===== config.mk =====
export PLATFORM = sky130hd
export DESIGN_NAME = wave_buffer_scheduler
export DESIGN_NICKNAME = d
export VERILOG_FILES = /design/src/rtl/wave_buffer_scheduler.sv
export SDC_FILE = /design/constraint.sdc
export NUM_CORES = 1
export LEC_CHECK = 0
export CORE_MARGIN = 2
export CORE_UTILIZATION = 32
export CTS_BUF_LIST = sky130_fd_sc_hd__clkbuf_8
export DETAILED_ROUTE_END_ITERATION = 7
export PLACE_DENSITY = 0.79
export SYNTH_ARGS = -nofsm -noshare
export SYNTH_HDL_FRONTEND = slang
export SYNTH_SLANG_ARGS = --single-unit
export TNS_END_PERCENT = 50

===== constraint.sdc =====
create_clock -name clk -period 1.7 [get_ports clk]
set_input_delay 0.255 -clock clk [delete_from_list [all_inputs] [get_ports clk]]
set_output_delay 0.255 -clock clk [all_outputs]
set_load 0.02 [all_outputs]

===== src/rtl/wave_buffer_scheduler.sv =====
// Ping-pong buffer controller for the 512x8 waveform RAM: arbitrates the single
// RAM port between capture (writer) and display (reader) and sequences ownership swaps.
module wave_buffer_scheduler #(
  parameter int ADDR_W     = 8,
  parameter int DATA_W     = 8,
  parameter int STARVE_MAX = 3
) (
  input  logic              clk,
  input  logic              reset,
  input  logic              cap_req,
  input  logic [ADDR_W-1:0] cap_addr,
  input  logic [DATA_W-1:0] cap_data,
  input  logic              cap_done,
  output logic              cap_gnt,
  input  logic              disp_req,
  input  logic [ADDR_W-1:0] disp_addr,
  input  logic              disp_idle,
  output logic              disp_gnt,
  output logic              disp_rvalid,
  output logic [DATA_W-1:0] disp_rdata,
  output logic [ADDR_W:0]   ram_addr,
  output logic              ram_we,
  output logic [DATA_W-1:0] ram_wdata,
  input  logic [DATA_W-1:0] ram_rdata,
  output logic              read_index,
  output logic              buf_ready,
  output logic [7:0]        swap_count
);

  typedef enum logic [1:0] {FILLING, FULL, SWAP} state_t;

  localparam logic [3:0] STARVE_LIM = 4'(STARVE_MAX);

  state_t     state, state_next;
  logic [3:0] starve_cnt, starve_next;

  // Grants are gated by reset so the RAM port stays quiet while held in reset.
  always_comb begin
    state_next  = state;
    starve_next = starve_cnt;
    cap_gnt     = 1'b0;
    disp_gnt    = 1'b0;
    buf_ready   = 1'b0;
    case (state)
      FILLING: begin
        if (reset) begin
          if (cap_req && (!disp_req || starve_cnt == STARVE_LIM))
            cap_gnt = 1'b1;
          else if (disp_req)
            disp_gnt = 1'b1;
        end
        if (cap_gnt || !cap_req)
          starve_next = 4'd0;
        else if (starve_cnt != STARVE_LIM)
          starve_next = starve_cnt + 4'd1;
        if (cap_done)
          state_next = FULL;
      end
      FULL: begin
        buf_ready   = 1'b1;
        disp_gnt    = disp_req && reset;
        starve_next = 4'd0;
        if (disp_idle)
          state_next = SWAP;
      end
      SWAP: begin
        starve_next = 4'd0;
        state_next  = FILLING;
      end
      default: state_next = FILLING;
    endcase
  end

  always_ff @(posedge clk or negedge reset) begin
    if (!reset) begin
      state       <= FILLING;
      starve_cnt  <= 4'd0;
      disp_rvalid <= 1'b0;
      read_index  <= 1'b0;
      swap_count  <= 8'd0;
    end else begin
      state       <= state_next;
      starve_cnt  <= starve_next;
      disp_rvalid <= disp_gnt;
      if (state == SWAP) begin
        read_index <= ~read_index;
        swap_count <= swap_count + 8'd1;
      end
    end
  end

  // Capture always targets the half the display does not own.
  assign ram_addr   = cap_gnt  ? {~read_index, cap_addr} :
                      disp_gnt ? {read_index, disp_addr} : '0;
  assign ram_we     = cap_gnt;
  assign ram_wdata  = cap_gnt ? cap_data : '0;
  assign disp_rdata = disp_rvalid ? ram_rdata : '0;

endmodule


## Word-level counts from Yosys, hierarchy flattened

Index checks and enable logic that the tools add are counted.

| operators by class | value |
|---|---|
| shift operators | 0 |
| mux-type cells | 19 |
| bitwise gates (word level) | 1 |
| eq/ne operators | 7 |
| div/mod/pow operators | 0 |
| order comparisons | 0 |
| reduce and logical (&&, ||, !) cells | 11 |
| $add $sub $neg | 2 |
| $mul | 0 |

Operators with widths:

| kind | count |
|---|---|
| 9-bit two-way mux | 2 |
| 8-bit two-way mux | 2 |
| 8-bit by 1-bit adder with 8-bit output, second input constant | 1 |
| 1-bit two-way mux | 8 |
| 4-bit two-way mux | 2 |
| 4-bit one-hot mux with 2 select lines | 1 |
| 4-bit by 1-bit adder with 4-bit output, second input constant | 1 |
| 4-bit by 2-bit == test with 1-bit output, second input constant | 1 |
| 2-bit two-way mux | 2 |
| 2-bit inequality test, second input constant | 2 |
| 4-bit by 2-bit inequality test with 1-bit output, second input constant | 1 |
| 2-bit one-hot mux with 2 select lines | 1 |
| 2-bit AND reduction | 2 |
| 3-bit inequality test, second input constant | 1 |
| 2-bit by 1-bit == test with 1-bit output, second input constant | 1 |
| 2-bit == test, second input constant | 1 |
| 1-bit logical AND | 2 |
| 1-bit zero test | 2 |
| 2-bit zero test | 1 |
| 1-bit logical OR | 2 |
| 1-bit one-hot mux with 2 select lines | 1 |
| 2-bit nonzero test | 1 |
| 2-bit OR reduction | 1 |
| 1-bit inverter | 1 |

| storage, ports and cells | value |
|---|---|
| latch bits | 0 |
| memory bits (writable) | 0 |
| input bits | 38 |
| logic and storage cells | 45 |
| ROM bits | 0 |
| memories kept | 0 |
| register bits | 16 |
| output and inout port bits | 39 |

## Logic depth before layout (Yosys ltp)

| depth | value |
|---|---|
| depth in word-level cells | 9 |
| depth in mapped cells | 6 |
| mapped depth without buffers | 5 |

## Least setup slack after synthesis

Ideal clock, no wire load.

| timing path | value |
|---|---|
| path kind | register to output |
| start | register starve_cnt[0] |
| end | output port ram_wdata[4] |
| stages on the path, launching flop included | 6 |
| slack | -0.303 ns |
| required time | 1.445 ns |
| buffers on the path | 1 |
| arrival time | 1.748 ns |
| cell sequence | dfrtp_1 ha_1 or3b_4 a211oi_4 buf_6 and2_1 |

| on the way | value |
|---|---|
| cells in the longest elaborated chain, start to end | 8 |

RTL lines:

| element | line | RTL |
|---|---|---|
| start: declaration | 35 | `logic [3:0] starve_cnt, starve_next;` |
| start signal: assignment | 83 | `starve_cnt <= starve_next;` |
| 4-bit by 2-bit == test with 1-bit output | 47 | `if (cap_req && (!disp_req \|\| starve_cnt == STARVE_LIM))` |
| 1-bit logical OR | 47 |  |
| 1-bit logical AND | 47 |  |
| 1-bit two-way mux | 47 |  |
| 1-bit two-way mux | 46 | `if (reset) begin` |
| 1-bit two-way mux (2 in series) | 44 | `case (state)` |
| via cap_gnt | 14 | `output logic cap_gnt,` |
| 8-bit two-way mux | 96 | `assign ram_wdata = cap_gnt ? cap_data : '0;` |
| end: declaration | 23 | `output logic [DATA_W-1:0] ram_wdata,` |

The timed path passes the listed nets, and every way through them passes these cells. The select of a mux whose other input is x is not followed.

## Worst setup path after layout

| timing path | value |
|---|---|
| start | register starve_cnt[1] |
| end | output port ram_addr[6] |

| on the way | value |
|---|---|
| cells in the longest elaborated chain, start to end | 8 |

RTL lines:

| element | line | RTL |
|---|---|---|
| 4-bit by 2-bit == test with 1-bit output * | 47 |  |
| 1-bit logical OR * | 47 |  |
| 1-bit logical AND * | 47 |  |
| 1-bit two-way mux | 47 |  |
| 1-bit two-way mux | 46 |  |
| 1-bit one-hot mux with 2 select lines / 1-bit two-way mux (equally long branches) | 44 |  |
| 9-bit two-way mux / 1-bit two-way mux (equally long branches) | 94, 44 |  |
| 9-bit two-way mux * | 93 | `assign ram_addr = cap_gnt ? {~read_index, cap_addr} :` |
| end: declaration | 21 | `output logic [ADDR_W:0] ram_addr,` |

Every way passes the cells marked *; elsewhere a longest branch is shown, timed or not. The select of a mux whose other input is x is not followed.

==> summary.md <==
| Metric | Value |
|---|---|
| Status | finished, violations left |
| Failing checks | setup timing |
| Clk sinks | 16 |
| Pwr Density | 1100 nW/µm² |
| Initial DRC count | 34 |
| Total power | between 2 and 2.5 mW |
| First-pass GRT wire length | 4940 µm |
| Fillcell total | about 230 |
| Reg2Reg Depth | 5 |
| Critical path class | reg -> out |
| Die W | 61.4 µm |
| Critical path endpoint category | primary output |
| Startpoint Class | register |
| Worst EP required | about 1400 ps |
| CTS tree | yes |
| GR Layer Usage met1 | between 20% and 30% |
| Vias in the first global route | approximately 1.1k |
| Core footprint | between 3000 and 4000 µm² |
| Async set-or-reset flop fraction in the synthesized netlist | between 90% and 100% |
| CTS Hold Buffers Added | 0 |
| Crit path max fanout | 5 |
| F_max | around 450 MHz |
| Syn avg cell area | roughly 10 µm² |
| Area Overhead vs Synth | 114% |
| Final WS setup | -523 ps |
| Crit path largest cell delay | 390 ps |
| Top_reg_cell synth | dfrtp_1 |
| Root Driver | clkbuf_8 |
| Worst reg2reg path startpoint | starve_cnt[1] |
| Crit path to | ram_addr[6] |
| R2R setup slack | 30 ps |
| Row count | 20 |
| GR Overflow Total | 0 |
| Detail Route Antenna Nets | 0 |
| Worst-path clk slew | around 60 ps |
| Final Critical Period | 2220 ps |
| Hold WC Path Type | in -> async |
| RSZ-0062 raised after global routing | yes |
| Top cells by area, synth | dfrtp_1 38%, ha_1 5.9%, and2_1 5.3% |
| Initial antenna violation count | 0 |
| Share of cells above drive strength 1 | a little over a third |
| Yosys Warn Count | 0 |
| Die height | 61.4 µm |
| Worst-path cell chain | ha_4 > or3b_4 > a211oi_4 > buf_6 > buf_12 > a22o_1 > buf_6 |
| Die ar. | roughly 3800 µm² |
| Layout Cells excl Fill | 251 |
| Clock Tree Buf Depth | 2 |
| Wire per inst | approximately 14 µm |
| Seq/Total Area, Yosys | 37.9% |
| Total GRT Usage | 17.5% |
| Htree depth | 1 |
| Drt via density | roughly 4.7 |
| Max-cap violations | 0 |
| Final nets | 251 |
| Clk Latency, worst-skew pair | around 240 ps |
| Critical Path Start | starve_cnt[1] |
| CP arrival | between 1500 and 2000 ps |
| Final hold violations | 0 |
| Syn_nets | about 150 |
| DP HPWL | about 2700 µm |
| Worst path slowest cell | dfrtp_1 |
| Largest net degree at the start of global routing | 11 |
| Cell taking the most area after synthesis | dfrtp_1 |
| Finish-stage setup viols | 20 |
| Reg2reg end | starve_cnt[0] |
| Peak VDD IR | 714 µV |
| Mapped Cells | 105 |
| Dpl cells | 244 |
| Post-Route WL | between 3000 and 4000 µm |
| LEAKAGE | 1.16 nW |
| Max-slew violations | 0 |
| Cell mode on critical path | buf_6 |
| Worst relative slew slack | 76.3% |
| GRT busiest layer | met2 |
| Worst slew pin tran | 350 ps |
| Hold Slack | about 440 ps |
| M3 GR Usage | ~5.3% |
| PortBufs | 76 |
| Met2 Usage GRT | between 30% and 40% |
| Yosys reg bits | 16 |
| Initial Util | between 30% and 40% |
| Num CTS Buffers | 3 |
| Gpl congestion | slightly below 0.9 |
| Commonest cells in the netlist | 16 x dfrtp_1, 9 x and2_1, 7 x and2_2 |
| DRC violations left | 0 |
| Most frequent cell after synthesis | dfrtp_1 |
| Final Cycle Share | 131% |
| EDFF count, synth | 0 |
| Top-area cell type share of the netlist area | 37.9% |
| Clock skew | between 3 and 4 ps |
| Drt pass-1 iters | 4 |
| Setup TNS | -9240 ps |
| Num ports | between 70 and 80 |
| Mapped cell area | 1060 µm² |
| DR vias | roughly 1.2k |
| Diode count | 0 |
| Count of cell types in the netlist | 35 |
==> stage by stage <==
step	worst slack (ps)	util, %	area, µm²
6_report	-523	72.9	2260
5_1_grt	-605	72.9	2260
4_1_cts	-560	70.2	2180
3_5_place_dp	-676	66.3	2060
3_3_place_gp	-617	66.3	2060
2_1_floorplan	-228	-	1080
==> placed cells by master, fill, tap and decap left out, types with 2 or more instances in the layout <==
cell	netlist	final
buf_6	1	20
a21oi_1	5	5
o211ai_1	2	2
xnor2_1	3	3
nor2b_1	3	3
xor2_1	5	5
nand4_1	2	2
mux2_2	3	2
clkbuf_8	0	4
dlymetal6s2s_1	0	7
inv_1	6	6
and2_4	0	8
o21ai_0	2	2
nor2_1	3	3
nand2_1	6	6
a22o_1	5	5
clkdlybuf4s50_1	0	49
a22o_4	0	4
buf_4	1	23
ha_1	5	3
dfrtp_1	16	15
and2_1	9	8
==> power breakdown <==
| group | internal (mW) | switching [mW] | leakage [nW] |
|---|---|---|---|
| registers | 0.495 | 0.118 | 0.208 |
| clock network | 0.205 | 0.121 | 0.0288 |
| logic | 0.859 | 0.697 | 0.919 |
==> worst min path at each step <==
| stage | start | to | cells after the start |
|---|---|---|---|
| 2_1_floorplan | reset | disp_rvalid | 0 |
| 3_3_place_gp | swap_count[7] | swap_count[7] | 1 |
| 3_5_place_dp | swap_count[7] | swap_count[7] | 1 |
| 4_1_cts | reset | disp_rvalid | 2 |
| 5_1_grt | reset | state[0] | 2 |
| 6_report | reset | starve_cnt[2] | 2 |
==> logic make-up (layout without fill, tap and decap cells) <==
| kind of cell | Yosys count | after routing | synth area share (%) |
|---|---|---|---|
| compound gates | 24 | 24 | 18.5 |
| xor+xnor | 8 | 8 | 6.64 |
| fa+ha+maj | 5 | 5 | 5.92 |
| buf+inv | 10 | 112 | 4.62 |
| flops | 16 | 16 | 37.9 |
| mux | 4 | 4 | 4.15 |
| simple gates | 38 | 38 | 22.3 |
==> layout make-up <==
cell class                 count  area, µm²  share of cell area [%]
inverter                       6       22.5                   0.996
multi-input combinational     79        678                    30.0
tap                           44       55.1                    2.43
clock buffer                   4       55.1                    2.43
sequential                    16        402                    17.8
timing repair buffer         102       1050                    46.4
==> registers in the layout, summed over array words and instances, names as in the netlist <==
name,cells
disp_rvalid,1
read_index,1
starve_cnt,4
state,2
swap_count,8
==> worst max-delay path: cells and delay by family (launching register included) <==
kind / cells / cell delay, ps
fa+ha+maj: 1 / 160
compound gates: 2 / 380
flops: 1 / 390
simple gates: 1 / 390
buf+inv: 3 / 410
==> per-layer routing <==
layer,wire [µm],up-vias
met4,33,0
met2,1740,48
li1,-,574
met1,1390,555
met3,365,2
met5,0,-
==> repair_timing <==
| item | 4_1_cts | 5_1_grt |
|---|---|---|
| pin swaps | 3 | 9 |
| setup endpoints to repair | 23 | 31 |
| gates resized for setup | 119 | 17 |
| buffers inserted | 1 | 0 |
| gates cloned | 1 | 1 |
(Power assumes the default switching activity.)
